## src/rtl/mem_access_unit.sv

```systemverilog
`timescale 1ns/1ps
// mem_access_unit
//   Memory-stage access unit. Turns one load/store request from the pipeline
//   into a single-beat AXI read or write, then returns size-formatted,
//   sign/zero-extended load data together with a one-cycle done pulse.
//
// Ports
//   clk, reset            clock, asynchronous active-low reset
//   memory_enable         request valid (level, held until memory_done)
//   mem_read, mem_write   load / store select (load wins if both are set)
//   mem_size              0 byte, 1 half, 2 word, 3 double
//   mem_unsigned          zero-extend loads
//   alu_data              effective address
//   reg_b_contents        store data, right-aligned
//   loaded_data_out       extended load result (0 after a store or no-op)
//   memory_done           one-cycle completion pulse
//   mem_error             misaligned, illegal size or non-OKAY response
//   m_axi_ar*/r*/aw*/w*/b* single-beat AXI master channels
//
// State | meaning
// ------+--------------------------------------------------------------
// IDLE  | waiting for memory_enable, latches the request on accept
// RD_ADDR | arvalid high, waiting for arready
// RD_DATA | rready high, waiting for the read beat
// WR_REQ  | awvalid/wvalid high, each dropped after its own ready
// WR_RESP | bready high, waiting for the write response
// DONE  | memory_done pulse, back to IDLE
module mem_access_unit #(
  parameter int ADDR_WIDTH = 64,
  parameter int DATA_WIDTH = 64,
  parameter int STRB_WIDTH = DATA_WIDTH / 8
) (
  input  logic                  clk,
  input  logic                  reset,
  input  logic                  memory_enable,
  input  logic                  mem_read,
  input  logic                  mem_write,
  input  logic [1:0]            mem_size,
  input  logic                  mem_unsigned,
  input  logic [ADDR_WIDTH-1:0] alu_data,
  input  logic [DATA_WIDTH-1:0] reg_b_contents,
  output logic [DATA_WIDTH-1:0] loaded_data_out,
  output logic                  memory_done,
  output logic                  mem_error,
  output logic                  m_axi_arvalid,
  input  logic                  m_axi_arready,
  output logic [ADDR_WIDTH-1:0] m_axi_araddr,
  output logic [7:0]            m_axi_arlen,
  output logic [2:0]            m_axi_arsize,
  input  logic                  m_axi_rvalid,
  output logic                  m_axi_rready,
  input  logic [DATA_WIDTH-1:0] m_axi_rdata,
  input  logic [1:0]            m_axi_rresp,
  input  logic                  m_axi_rlast,
  output logic                  m_axi_awvalid,
  input  logic                  m_axi_awready,
  output logic [ADDR_WIDTH-1:0] m_axi_awaddr,
  output logic [7:0]            m_axi_awlen,
  output logic [2:0]            m_axi_awsize,
  output logic                  m_axi_wvalid,
  input  logic                  m_axi_wready,
  output logic [DATA_WIDTH-1:0] m_axi_wdata,
  output logic [STRB_WIDTH-1:0] m_axi_wstrb,
  output logic                  m_axi_wlast,
  input  logic                  m_axi_bvalid,
  output logic                  m_axi_bready,
  input  logic [1:0]            m_axi_bresp
);

  localparam int         OFF_W    = $clog2(STRB_WIDTH);
  localparam logic [2:0] BUS_SIZE = 3'(OFF_W);

  typedef enum logic [2:0] {
    S_IDLE, S_RD_ADDR, S_RD_DATA, S_WR_REQ, S_WR_RESP, S_DONE
  } state_t;

  state_t                state_q, state_d;
  logic [ADDR_WIDTH-1:0] addr_q, addr_d;
  logic [1:0]            size_q, size_d;
  logic                  uns_q, uns_d;
  logic [DATA_WIDTH-1:0] wsrc_q, wsrc_d;
  logic                  aw_done_q, aw_done_d;
  logic                  w_done_q, w_done_d;
  logic [DATA_WIDTH-1:0] load_q, load_d;
  logic                  err_q, err_d;

  // rlast carries no information for single-beat reads.
  logic unused_rlast;
  assign unused_rlast = m_axi_rlast;

  // Request classification, only meaningful while IDLE.
  logic req_any, req_misaligned, req_illegal, req_bypass;
  always_comb begin
    req_misaligned = 1'b0;
    case (mem_size)
      2'd0:    req_misaligned = 1'b0;
      2'd1:    req_misaligned = alu_data[0];
      2'd2:    req_misaligned = |alu_data[1:0];
      default: req_misaligned = |alu_data[2:0];
    endcase
    req_illegal = (mem_size == 2'd3) && (DATA_WIDTH < 64);
    req_any     = mem_read || mem_write;
    req_bypass  = !req_any || req_misaligned || req_illegal;
  end

  logic [OFF_W-1:0] off;
  logic [OFF_W+2:0] bit_shift;
  assign off       = addr_q[OFF_W-1:0];
  assign bit_shift = {off, 3'b000};

  // Load formatting: shift the addressed lane down, keep the access width,
  // fill the rest with the lane's top bit for signed loads.
  logic [DATA_WIDTH-1:0] lane, keep_mask, load_ext;
  logic                  lane_sign;
  always_comb begin
    lane = m_axi_rdata >> bit_shift;
    case (size_q)
      2'd0: begin
        lane_sign = lane[7];
        keep_mask = DATA_WIDTH'(64'h0000_0000_0000_00FF);
      end
      2'd1: begin
        lane_sign = lane[15];
        keep_mask = DATA_WIDTH'(64'h0000_0000_0000_FFFF);
      end
      2'd2: begin
        lane_sign = lane[31];
        keep_mask = DATA_WIDTH'(64'h0000_0000_FFFF_FFFF);
      end
      default: begin
        lane_sign = lane[DATA_WIDTH-1];
        keep_mask = '1;
      end
    endcase
    load_ext = (lane & keep_mask) | ((lane_sign && !uns_q) ? ~keep_mask : '0);
  end

  // Store formatting.
  logic [7:0]            lanes_8;
  logic [STRB_WIDTH-1:0] strb_base;
  always_comb begin
    case (size_q)
      2'd0:    lanes_8 = 8'h01;
      2'd1:    lanes_8 = 8'h03;
      2'd2:    lanes_8 = 8'h0F;
      default: lanes_8 = 8'hFF;
    endcase
    strb_base = STRB_WIDTH'(lanes_8);
  end

  assign m_axi_araddr  = {addr_q[ADDR_WIDTH-1:OFF_W], {OFF_W{1'b0}}};
  assign m_axi_arlen   = 8'd0;
  assign m_axi_arsize  = BUS_SIZE;
  assign m_axi_awaddr  = addr_q;
  assign m_axi_awlen   = 8'd0;
  assign m_axi_awsize  = {1'b0, size_q};
  assign m_axi_wdata   = wsrc_q << bit_shift;
  assign m_axi_wstrb   = strb_base << off;
  assign m_axi_wlast   = 1'b1;

  assign loaded_data_out = load_q;
  assign mem_error       = err_q;

  // FSM: state register
  always_ff @(posedge clk or negedge reset) begin
    if (!reset) state_q <= S_IDLE;
    else        state_q <= state_d;
  end

  // FSM: next state
  always_comb begin
    state_d = state_q;
    case (state_q)
      S_IDLE: begin
        if (memory_enable) begin
          if (req_bypass)    state_d = S_DONE;
          else if (mem_read) state_d = S_RD_ADDR;
          else               state_d = S_WR_REQ;
        end
      end
      S_RD_ADDR: if (m_axi_arready) state_d = S_RD_DATA;
      S_RD_DATA: if (m_axi_rvalid)  state_d = S_DONE;
      S_WR_REQ: begin
        // A ready only counts while the matching valid is still up.
        if ((aw_done_q || m_axi_awready) && (w_done_q || m_axi_wready))
          state_d = S_WR_RESP;
      end
      S_WR_RESP: if (m_axi_bvalid) state_d = S_DONE;
      S_DONE:    state_d = S_IDLE;
      default:   state_d = S_IDLE;
    endcase
  end

  // FSM: outputs, decoded from flops only
  always_comb begin
    m_axi_arvalid = (state_q == S_RD_ADDR);
    m_axi_rready  = (state_q == S_RD_DATA);
    m_axi_awvalid = (state_q == S_WR_REQ) && !aw_done_q;
    m_axi_wvalid  = (state_q == S_WR_REQ) && !w_done_q;
    m_axi_bready  = (state_q == S_WR_RESP);
    memory_done   = (state_q == S_DONE);
  end

  // Request latch and result registers
  always_comb begin
    addr_d    = addr_q;
    size_d    = size_q;
    uns_d     = uns_q;
    wsrc_d    = wsrc_q;
    aw_done_d = aw_done_q;
    w_done_d  = w_done_q;
    load_d    = load_q;
    err_d     = err_q;
    case (state_q)
      S_IDLE: begin
        if (memory_enable) begin
          addr_d    = alu_data;
          size_d    = mem_size;
          uns_d     = mem_unsigned;
          wsrc_d    = reg_b_contents;
          aw_done_d = 1'b0;
          w_done_d  = 1'b0;
          if (req_bypass) begin
            load_d = '0;
            err_d  = req_any;
          end
        end
      end
      S_RD_DATA: begin
        if (m_axi_rvalid) begin
          load_d = load_ext;
          err_d  = (m_axi_rresp != 2'b00);
        end
      end
      S_WR_REQ: begin
        if (m_axi_awready) aw_done_d = 1'b1;
        if (m_axi_wready)  w_done_d  = 1'b1;
      end
      S_WR_RESP: begin
        if (m_axi_bvalid) begin
          load_d = '0;
          err_d  = (m_axi_bresp != 2'b00);
        end
      end
      default: ;
    endcase
  end

  always_ff @(posedge clk or negedge reset) begin
    if (!reset) begin
      addr_q    <= '0;
      size_q    <= 2'd0;
      uns_q     <= 1'b0;
      wsrc_q    <= '0;
      aw_done_q <= 1'b0;
      w_done_q  <= 1'b0;
      load_q    <= '0;
      err_q     <= 1'b0;
    end else begin
      addr_q    <= addr_d;
      size_q    <= size_d;
      uns_q     <= uns_d;
      wsrc_q    <= wsrc_d;
      aw_done_q <= aw_done_d;
      w_done_q  <= w_done_d;
      load_q    <= load_d;
      err_q     <= err_d;
    end
  end

endmodule

```

## config.mk

```make
export PLATFORM = sky130hd
export DESIGN_NAME = mem_access_unit
export DESIGN_NICKNAME = d
export VERILOG_FILES = /design/src/rtl/mem_access_unit.sv
export SDC_FILE = /design/constraint.sdc
export NUM_CORES = 1
export LEC_CHECK = 0
export ABC_AREA = 1
export CORE_AREA = 2 2 196 198
export DETAILED_ROUTE_END_ITERATION = 16
export DIE_AREA = 0 0 198 200
export SLEW_MARGIN = 20
export SYNTH_ARGS = -nofsm -noshare
export SYNTH_HDL_FRONTEND = slang
export SYNTH_SLANG_ARGS = --single-unit
```

## constraint.sdc

```tcl
create_clock -name clk -period 2.15 [get_ports clk]
set_input_delay 0.43 -clock clk [delete_from_list [all_inputs] [get_ports clk]]
set_output_delay 0.43 -clock clk [all_outputs]
set_load 0.1 [all_outputs]
```

# == Word level (Yosys, flattened, before mapping) ==
# Cells that the tools add are included.
# op_classes
n_eq_ne,17
shift,3
muxes,28
bitwise,3
n_reduce_logical,26
# ops
operator,n
$pmux W64 S3,2
$mux W64,5
$and A64 B64 Y64,1
$not A64 Y64,1
$or A64 B64 Y64,1
$shl A64 B6 Y64,1
$shr A64 B6 Y64,1
$pmux W8 S3,1
$mux W3,6
$pmux W3 S5,1
$ne A2 B2 Y1 const B,7
$reduce_and A5 Y1,2
$pmux W1 S3,3
$shl A8 B3 Y8,1
$mux W1,7
$eq A3 B2 Y1 const B,2
$eq A3 B3 Y1 const B,2
$reduce_and A3 Y1,2
$reduce_bool A2 Y1,3
$eq A2 B1 Y1 const B,2
$eq A2 B2 Y1 const B,2
$logic_and A1 B1 Y1,4
$logic_not A1 Y1,4
$logic_not A2 Y1,2
10 further kinds,14
# totals
register_bits,201
inputBits,210
out_inout_bits,294
word_cells,86

# == Logic depth before layout (Yosys ltp) ==
# Gate-level depths: netlist of the first run.
# depth
word_depth,7
depth_mapped,13
mapped_depth_nobuf,11

# == Least setup slack after synthesis of the first run ==
# Ideal clock, no wire load.
# synth_path
kind,reg-to-output
start,register addr_q[0] (netlist: m_axi_awaddr[0])
end,output port m_axi_wdata[0]
arrival_ns,4.365
required_ns,1.720
slack_ns,-2.645
stages_incl_launch_ff,7
path_buffers,1
path_cell_list,dfrtp_1 > buf_4 > nor2_1 > inv_1 > nor2_1 > inv_1 > nor2_1
# synth_via
elab_chain_len,1
# synth_lines
item,line,source
"start, declared",78,"logic [ADDR_WIDTH-1:0] addr_q, addr_d;"
"start signal, assigned",260,addr_q <= addr_d;
$shl A64 B6 Y64,157,assign m_axi_wdata = wsrc_q << bit_shift;
"end, declared",62,"output logic [DATA_WIDTH-1:0] m_axi_wdata,"
# No other way between the ends.

# == Worst setup path after layout of the first run ==
# layout_path
start,register addr_q[0] (netlist: m_axi_awaddr[0])
end,output port m_axi_wdata[59]
# The elaborated chain is that of the path after synthesis.

==> results of run 1 <==
final timing paths:
path | endpoint | cells past startpoint | slack, ns
max | m_axi_wdata[59] | 6 | -0.48
max in group asynchronous | wsrc_q[56]$_DFFE_PN0P_ | 3 | 1.00
min | wsrc_q[8]$_DFFE_PN0P_ | 2 | 0.38
max reg2reg | loaded_data_out[58]$_DFFE_PN0P_ | 13 | -0.15
min in group clk | m_axi_awaddr[12]$_DFFE_PN0P_ | 3 | 0.43
min reg2reg | wsrc_q[56]$_DFFE_PN0P_ | 2 | 0.48
worst max-delay path, cell delays in order, from the launching register on:
cell and delay (ns):
dfrtp_4 0.52, buf_16 0.21, mux2i_1 0.29, nand2_1 0.16
o21ai_4 0.17, o21ai_4 0.12, buf_12 0.18
per-stage QoR:
step	util	setup TNS [ns]
6_report	0.572	-31.50
2_1_floorplan	-	-42.15
5_1_grt	0.572	-40.96
4_1_cts	0.552	-29.20
3_5_place_dp	0.506	-1.89
3_3_place_gp	0.506	-0.253
Yosys cell counts (all sizes together):
| library cell | n |
|---|---|
| o211ai | 12 |
| a22oi | 7 |
| nor2 | 138 |
| dfrtp | 201 |
| nand2 | 804 |
| clkinv | 1 |
| mux2i | 21 |
| clkbuf | 47 |
| o22ai | 10 |
| conb | 2 |
| a31oi | 12 |
| or2 | 5 |
| nand3 | 85 |
| a211oi | 1 |
| o21ai | 185 |
| nor3 | 6 |
| buf | 153 |
| inv | 100 |
| a21oi | 25 |
registers in the layout, indices dropped and copies added (netlist names):
name	cells
aw_done_q	1
loaded_data_out	64
m_axi_awaddr	64
mem_error	1
size_q	2
state_q	3
uns_q	1
w_done_q	1
wsrc_q	64
repair_timing:
action	4_1_cts	5_1_grt
endpoints found under the setup margin	75	134
gates resized for setup	124	147
hold buffers	1	0
endpoints found under the hold margin	26	0
gates cloned	9	9
pin swaps	26	43
setup buffers	14	9
cell families after synthesis:
kind of cell / after synthesis
AND/OR/NAND/NOR: 1038
buffers and inverters: 301
AO/OA/AOI/OAI: 252
flip-flops: 201
multiplexers: 21
other: 2
cell type report:
type | count | share of cell area
antenna | 8 | 0.000936
clock buffer | 27 | 0.0301
clock inverter | 17 | 0.00842
inverter | 101 | 0.0183
multi-input combinational | 1336 | 0.351
sequential | 201 | 0.236
tap | 511 | 0.0299
timing repair buffer | 612 | 0.325
routing by layer:
layer	vias up	part of all wire	GRT usage
met5	-	0.00053	0
met4	4	0.041	0.106
met3	129	0.074	0.0450
met2	652	0.50	0.485
met1	6688	0.38	0.326
li1	6543	-	-
==> metrics.md, run 1 <==
| Metric | Value |
|---|---|
| Critical path launch point type | register |
| Number of top-level pins | 504 |
| CP required | 1.72 ns |
| Crit end category | output port |
| Maximum operating frequency | 0.380 GHz |
| Main combinational cell family by area after synthesis | simple AND/OR/NAND/NOR gates |
| Xor/xnor cell area share of the yosys netlist | 0 |
| Number of vias after detailed routing | 14,000 |
| Multiplexer area fraction after synthesis | 0.0172 |
| Launch instance of the worst register-to-register path | m_axi_awaddr[0]$_DFFE_PN0P_ |
| Root buffer cell | clkbuf_16 |
| Number of instances in the synthesized netlist | 1,815 |
| Total CTS buffers | 25 |
| Worst hold margin | 0.382 ns |
| Largest cells by area after synthesis | dfrtp_1, nand2_1, o21ai_0 |
| Total gr overflow | 0 |
| DRC violation total after the first TritonRoute iteration | 862 |
| Synthesis-to-layout area growth | 75.4% |
| First drt pass iteration count | 5 |
| Summed instance area of the synthesized netlist | 12,200 sq um |
| CTS tree | built |
| Maximum clock insertion buffer count | 3 |
| Run status | finished, violations left |
| Max-cap viol count | 0 |
| Min Tclk post-route | 2.63 ns |
| Final max-slew violation count | 0 |
| Depth of the CTS H-tree | 1 |
| Launching element of the worst setup path | m_axi_awaddr[0]$_DFFE_PN0P_ |
| Register area | 5050 sq um |
| Area of the multi-input gates | 7510 sq um |
| Overall die width | 198 microns |
| Violations in the final reports | negative setup slack |
| Standard cell core area | 37,400 sq um |
| DRC viols | 0 |
| Antenna Nets Post-Route | 0 |
| Number of port buffers | 478 |
| Data arrival at the endpoint of the critical path | 2.20 ns |
| Synth warnings | 0 |
| Cell type contributing the most total cell area after synthesis | dfrtp_1 |
| Die Span Y | 200 microns |
| Skew-Pair Late Insertion Delay | 0.54 ns |
| Worst Setup Path Type | register to output port |
| Via density per instance | 4.98 |
| Total global routing track utilization | 0.271 |
| First-pass GRT wire length | 81.5 mm |
| Placer's final routability congestion estimate | 0.950 |
| Highest-count cells in the layout ignoring fill and taps | nand2_1, buf_4, clkdlybuf4s50_1, dfrtp_1, buf_12 |
| CTS sink cnt | 201 |
| Site Rows | 71 |
| Hold Fails Final Rpt | 0 |
| Clock input transition at the sequential cells of the worst setup and hold paths | 0.06 ns |
| Total length of routed wires | 56.7 mm |
| Synth Area in Compound Gates | 0.111 |
| Class of the worst hold path | input pin to asynchronous set/reset pin |
| Initial antenna violation count | 10 |
| Final HPWL from detailed placement | 41.0 mm |
| Final net count | 2,487 |
| Sequential fraction of the synthesis area | 0.412 |
| Ratio of final minimum period to clock period | 1.22 |
| WL/cell | 20.2 microns |
| DP Worst Slack | -0.0880 ns |
| Unrepaired setup endpoints after global routing | true |
| Number of library cell types mapped by synthesis | 29 |
| Die outline area | 39,600 sq um |
| Instance count after placement with tap cells included | 2,722 |
| Final clock skew | 0.0108 ns |
| Post-synthesis area per instance | 6.72 sq um |
| Worst Slack Setup Final | -0.479 ns |
| Post-route cell area | 21,400 sq um |
| Final-report setup violation count | 120 |
| Standard cell area after detailed placement | 18,900 sq um |
| #FFs+latches synth | 201 |
| Fraction of post-synthesis cell area in the top cell type by area | 0.412 |
| Most common cell after layout, fill and taps aside | nand2_1 |
| Vias in the first global route | 13,600 |
| Layout cells sized above 1 | 0.323 |
| Post-synthesis share of cell area spent on full adders, half adders and majority gates | 0 |
| Starting Density | 0.326 |
| Critical-path maximum fanout | 22 |
| Final Instance Count excl. Fillers | 2,813 |
| Pin count of the biggest net entering global routing | 75 |
| Filler cell count | 3,376 |
| Post-synthesis share of cell area spent on and, or, nand and nor gates | 0.332 |
Power of run 1 is not shown: default switching activity piles up to over one toggle a cycle in this logic, so the estimate is an artifact.
==> run 2: changes to the inputs <==
TNS_END_PERCENT = 5   (was unset)
clock period = 2.9 ns   (was 2.15 ns; I/O delays follow)
==> run 2 against run 1 <==
- the run still ends with negative setup slack left
- clock-buffer cell count up 4
- final area down 13%
- routed wire length down 8.0%
- first-iteration DRC count down 19%
- critical path depth up 1
- global-route usage down 1.6 points
- cell count down 3.1%
- core utilization down 7.4 points
- clock skew up 0.00059 ns
- critical path type unchanged
- non-clock buffer count down 89
- largest cell class unchanged
==> metrics.md, run 2 (synthesized netlist as in run 1, its figures left out) <==
| Metric | Value |
|---|---|
| Worst relative slew slack | 0.542 |
| Pin count of the biggest net entering global routing | 113 (was 75) |
| Hold Fails Final Rpt | 0 (unchanged) |
| Synthesis-to-layout area growth | 52.6% (was 75.4%) |
| Standard cell core area | 37,400 sq um (unchanged) |
| Violations in the final reports | negative setup slack (unchanged) |
| Post-route cell area | 18,600 sq um (was 21,400 sq um) |
| Site Rows | 71 (unchanged) |
| Worst Setup Path Type | register to output port (unchanged) |
| Highest-count cells in the layout ignoring fill and taps | nand2_1, buf_4, clkdlybuf4s50_1, dfrtp_1, o21ai_0 (was nand2_1, buf_4, clkdlybuf4s50_1, dfrtp_1, buf_12) |
| First-pass GRT wire length | 76.1 mm (was 81.5 mm) |
| Die Span Y | 200 microns (unchanged) |
| Ratio of final minimum period to clock period | 1.00 |
| Number of port buffers | 478 (unchanged) |
| Vias in the first global route | 12,700 (was 13,600) |
| Total length of routed wires | 52.2 mm (was 56.7 mm) |
| Most common cell after layout, fill and taps aside | nand2_1 (unchanged) |
| Layout cells sized above 1 | 0.211 (was 0.323) |
| Total global routing track utilization | 0.255 (was 0.271) |
| Worst Slack Setup Final | -0.0116 ns (was -0.479 ns) |
| Crit end category | output port (unchanged) |
| DRC viols | 0 (unchanged) |
| Final max-slew violation count | 0 (unchanged) |
| Clock input transition at the sequential cells of the worst setup and hold paths | 0.06 ns (about the same) |
| Run status | finished, violations left (unchanged) |
| Unrepaired setup endpoints after global routing | true (unchanged) |
| WL/cell | 19.1 microns (was 20.2 microns) |
| Final-report setup violation count | 1 (was 120) |
| Critical path launch point type | register (unchanged) |
| Total gr overflow | 0 (unchanged) |
| Number of top-level pins | 504 (unchanged) |
| CP required | 2.32 ns (was 1.72 ns) |
| Via density per instance | 4.84 (was 4.98) |
| Depth of the CTS H-tree | 1 (unchanged) |
| CTS sink cnt | 201 (unchanged) |
| Initial antenna violation count | 8 (was 10) |
| Overall die width | 198 microns (unchanged) |
| Total CTS buffers | 26 (was 25) |
| Final net count | 2,398 (was 2,487) |
| Placer's final routability congestion estimate | 0.929 (was 0.950) |
| Min Tclk post-route | 2.91 ns |
| CTS tree | built (unchanged) |
| Data arrival at the endpoint of the critical path | 2.33 ns (was 2.20 ns) |
| Class of the worst hold path | input pin to asynchronous set/reset pin (unchanged) |
| Root buffer cell | clkbuf_16 (unchanged) |
| Final clock skew | 0.0114 ns (was 0.0108 ns) |
| DRC violation total after the first TritonRoute iteration | 698 (was 862) |
| Final HPWL from detailed placement | 39.2 mm (was 41.0 mm) |
| Antenna Nets Post-Route | 0 (unchanged) |
| Maximum clock insertion buffer count | 3 (unchanged) |
| Maximum operating frequency | 0.343 GHz |
| Critical-path maximum fanout | 12 (was 22) |
| First drt pass iteration count | 6 (was 5) |
| Starting Density | 0.326 (unchanged) |
| Skew-Pair Late Insertion Delay | 0.54 ns (about the same) |
| Max-cap viol count | 0 (unchanged) |
| Number of vias after detailed routing | 13,200 (was 14,000) |
| Tightest Pin Transition | 0.685 ns |
| Die outline area | 39,600 sq um (unchanged) |
| Standard cell area after detailed placement | 17,600 sq um (was 18,900 sq um) |
==> run 2: repair_timing <==
action | in CTS | in global routing
hold buffers | 0 | 0
pin swaps | 0 | 1
resized for setup | 18 | 15
setup endpoints to repair | 52 | 51
setup buffers | 1 | 1
==> run 2: cell type report <==
type / instances / area (sq um)
Antenna cell: 8 / 20.0
Clock buffer: 31 / 691
Clock inverter: 17 / 180
Fill cell: 3691 / 18800
Inverter: 101 / 395
Multi-Input combinational cell: 1335 / 6050
Sequential cell: 201 / 5040
Tap cell: 511 / 639
Timing Repair Buffer: 523 / 5600
==> run 2: metal layers <==
metal / part of all wire / global-route usage / vias up
li1: - / - / 6343
met1: 0.37 / 0.289 / 6196
met2: 0.51 / 0.462 / 553
met3: 0.061 / 0.0370 / 118
met4: 0.058 / 0.143 / 2
met5: 0.00017 / 0 / -
==> run 2: worst paths after layout <==
check / from / endpoint / slack [ns] / cells after the start
max: m_axi_awaddr[0]$_DFFE_PN0P_ / m_axi_wdata[54] / -0.01 / 7
min reg2reg: loaded_data_out[49]$_DFFE_PN0P_ / loaded_data_out[49]$_DFFE_PN0P_ / 0.48 / 2
min: reset / loaded_data_out[34]$_DFFE_PN0P_ / 0.02 / 1
max in group asynchronous: reset / wsrc_q[52]$_DFFE_PN0P_ / 2.06 / 2
max reg2reg: m_axi_awaddr[1]$_DFFE_PN0P_ / loaded_data_out[20]$_DFFE_PN0P_ / 0.55 / 10
min in group clk: loaded_data_out[49]$_DFFE_PN0P_ / loaded_data_out[49]$_DFFE_PN0P_ / 0.48 / 2
==> run 2: critical path, stage by stage, from the launching register on <==
cell and delay, ns:
dfrtp_4 0.58, buf_8 0.19, nor2_4 0.15, clkinv_4 0.14
o22ai_1 0.17, inv_1 0.13, o21ai_2 0.23, buf_12 0.21
==> run 2: metrics by stage <==
stage / instances / hold WS, ns / util / setup TNS, ns / setup WS (ns)
CTS: 2718 / 0.0271 / 0.495 / -0.450 / -0.0977
floorplan: 1837 / 0.284 / - / -11.34 / -0.318
global placement: 2669 / 0.466 / 0.470 / 0 / 0.304
finish: 2727 / 0.0160 / 0.498 / -0.0116 / -0.0116
global route: 2726 / 0.0429 / 0.497 / -1.53 / -0.119
detailed placement: 2669 / 0.467 / 0.470 / 0 / 0.313
Power of run 2 is left out for the same reason.
==> run 3: changes to the inputs <==
CORE_AREA = unset   (was 2 2 196 198)
CORE_MARGIN = 2   (was unset)
CORE_UTILIZATION = 30   (was unset)
DIE_AREA = unset   (was 0 0 198 200)
==> run 3 against run 2 <==
- the run now ends clean
- routed wire length increased by 2.8%
- first-iteration DRC count rose by 28%
- flip-flop and latch count did not move
- worst hold slack improved by 0.017 ns
- final area up 0.18%
- critical endpoint is now m_axi_wdata[40]
- core utilization shrank 3.1 points
==> metrics.md, run 3 (synthesized netlist as in run 1, its figures left out) <==
| Metric | Value |
|---|---|
| Tightest Pin Transition | 0.664 ns (was 0.685 ns) |
| Max-cap viol count | 0 (unchanged) |
| Total length of routed wires | 53.6 mm (was 52.2 mm) |
| Starting Density | 0.306 (was 0.326) |
| DRC viols | 0 (unchanged) |
| Area of the multi-input gates | 6030 sq um (was 6050 sq um) |
| Unrepaired setup endpoints after global routing | true (unchanged) |
| Final-report setup violation count | 0 (was 1) |
| Run status | completed (was finished, violations left) |
| Maximum clock insertion buffer count | 3 (unchanged) |
| Number of vias after detailed routing | 13,400 (was 13,200) |
| Post-route cell area | 18,600 sq um (about the same) |
| Crit end category | output port (unchanged) |
| Layout cells sized above 1 | 0.214 (was 0.211) |
| Clock input transition at the sequential cells of the worst setup and hold paths | 0.06 ns (about the same) |
| Placer's final routability congestion estimate | 0.945 (was 0.929) |
| Die outline area | 42,300 sq um (was 39,600 sq um) |
| Final standard cell utilization of the core | 0.467 (was 0.498) |
| Final net count | 2,409 (was 2,398) |
| DRC violation total after the first TritonRoute iteration | 894 (was 698) |
| Synthesis-to-layout area growth | 52.9% (was 52.6%) |
| Antenna Nets Post-Route | 0 (unchanged) |
| Instance count after placement with tap cells included | 2,689 (was 2,669) |
| Filler cell count | 4,000 (was 3,691) |
| Number of port buffers | 478 (unchanged) |
| Total CTS buffers | 27 (was 26) |
| Die Span Y | 206 microns (was 200 microns) |
| Critical-path maximum fanout | 8 (was 12) |
| Launching element of the worst setup path | m_axi_awaddr[0]$_DFFE_PN0P_ (unchanged) |
| Total global routing track utilization | 0.246 (was 0.255) |
| CP required | 2.32 ns (about the same) |
| Via density per instance | 4.87 (was 4.84) |
| CTS tree | built (unchanged) |
| Final-layout setup total negative slack | 0 ns (was -0.0116 ns) |
| WL/cell | 19.5 microns (was 19.1 microns) |
| Pin count of the biggest net entering global routing | 113 (unchanged) |
| Worst reg-to-reg path cell count | 13 (was 10) |
| Worst Setup Path Type | register to output port (unchanged) |
| First-pass GRT wire length | 78.7 mm (was 76.1 mm) |
| CTS sink cnt | 201 (unchanged) |
| Vias in the first global route | 13,000 (was 12,700) |
| Endpoint of the worst register-to-register path | loaded_data_out[35]$_DFFE_PN0P_ (was loaded_data_out[20]$_DFFE_PN0P_) |
| Min Tclk post-route | 2.86 ns (was 2.91 ns) |
| Overall die width | 206 microns (was 198 microns) |
| Site Rows | 73 (was 71) |
| Setup slack on the worst flop-to-flop path | 0.36 ns (was 0.55 ns) |
| Ratio of final minimum period to clock period | 0.988 (was 1.00) |
| Post-cts hold buffer count | 0 (unchanged) |
| Hold Fails Final Rpt | 0 (unchanged) |
| Final HPWL from detailed placement | 40.4 mm (was 39.2 mm) |
| First drt pass iteration count | 6 (unchanged) |
| Most common cell after layout, fill and taps aside | nand2_1 (unchanged) |
| Final max-slew violation count | 0 (unchanged) |
| Worst relative slew slack | 0.557 (was 0.542) |
| Total gr overflow | 0 (unchanged) |
| Launch instance of the worst register-to-register path | m_axi_awaddr[0]$_DFFE_PN0P_ (was m_axi_awaddr[1]$_DFFE_PN0P_) |
| Initial antenna violation count | 2 (was 8) |
| Final clock skew | 0.0247 ns (was 0.0114 ns) |
| Standard cell area after detailed placement | 17,600 sq um (about the same) |
| Maximum operating frequency | 0.349 GHz (was 0.343 GHz) |
| Class of the worst hold path | input pin to asynchronous set/reset pin (unchanged) |
| Number of top-level pins | 504 (unchanged) |
| Root buffer cell | clkbuf_16 (unchanged) |
| Standard cell core area | 39,900 sq um (was 37,400 sq um) |
| Data arrival at the endpoint of the critical path | 2.28 ns (was 2.33 ns) |
| Register area | 5040 sq um (unchanged) |
| Depth of the CTS H-tree | 1 (unchanged) |
| Highest-count cells in the layout ignoring fill and taps | nand2_1, buf_4, clkdlybuf4s50_1, dfrtp_1, o21ai_0 (unchanged) |
| Skew-Pair Late Insertion Delay | 0.55 ns (was 0.54 ns) |
| Final Instance Count excl. Fillers | 2,746 (was 2,727) |
| Critical path launch point type | register (unchanged) |
==> run 3: metal layers <==
metal	global-route usage	vias to the layer above	wire length, microns	share of wire
met4	0.0922	0	1990	0.037
met1	0.280	6343	20300	0.38
met5	0	-	0	0
met3	0.0399	90	3500	0.065
met2	0.457	545	27900	0.52
li1	-	6383	-	-
==> run 3: worst max path at each step <==
| stage | depth (start not counted) | end | slack (ns) |
|---|---|---|---|
| after global routing | 8 | m_axi_wdata[54] | -0.03 |
| after CTS | 8 | m_axi_wdata[54] | -0.06 |
| after global placement | 12 | loaded_data_out[57]$_DFFE_PN0P_ | 0.25 |
| after detailed placement | 12 | loaded_data_out[12]$_DFFE_PN0P_ | 0.23 |
| final | 5 | m_axi_wdata[40] | 0.04 |
| after floorplan | 6 | m_axi_wdata[0] | -0.32 |
==> run 3: timing repair <==
action,4_1_cts,5_1_grt
endpoints found under the setup margin,48,44
cloned,1,0
pin swaps,1,5
setup buffers,3,3
resized for setup,12,22
==> run 3: final cells by class <==
class                           instances  area share
Clock inverter                         11     0.00597
Multi-Input combinational cell       1335       0.324
Antenna cell                            2    0.000268
Timing Repair Buffer                  533       0.302
Sequential cell                       201       0.270
Clock buffer                           38      0.0411
Inverter                              101      0.0213
Tap cell                              525      0.0352
==> run 3: stage by stage <==
stage	setup WS, ns	hold slack (ns)
floorplan	-0.318	0.284
global placement	0.251	0.468
detailed placement	0.228	0.466
CTS	-0.0563	0.0355
global route	-0.0345	0.0555
finish	0.0358	0.0334
==> run 3: worst max-delay path: stages (launching register included) <==
cell and delay (ns):
dfrtp_4 0.54, buf_4 0.19, o21ai_0 0.35, nand2_1 0.16
o21ai_2 0.28, buf_12 0.22
Power of run 3 is left out for the same reason.
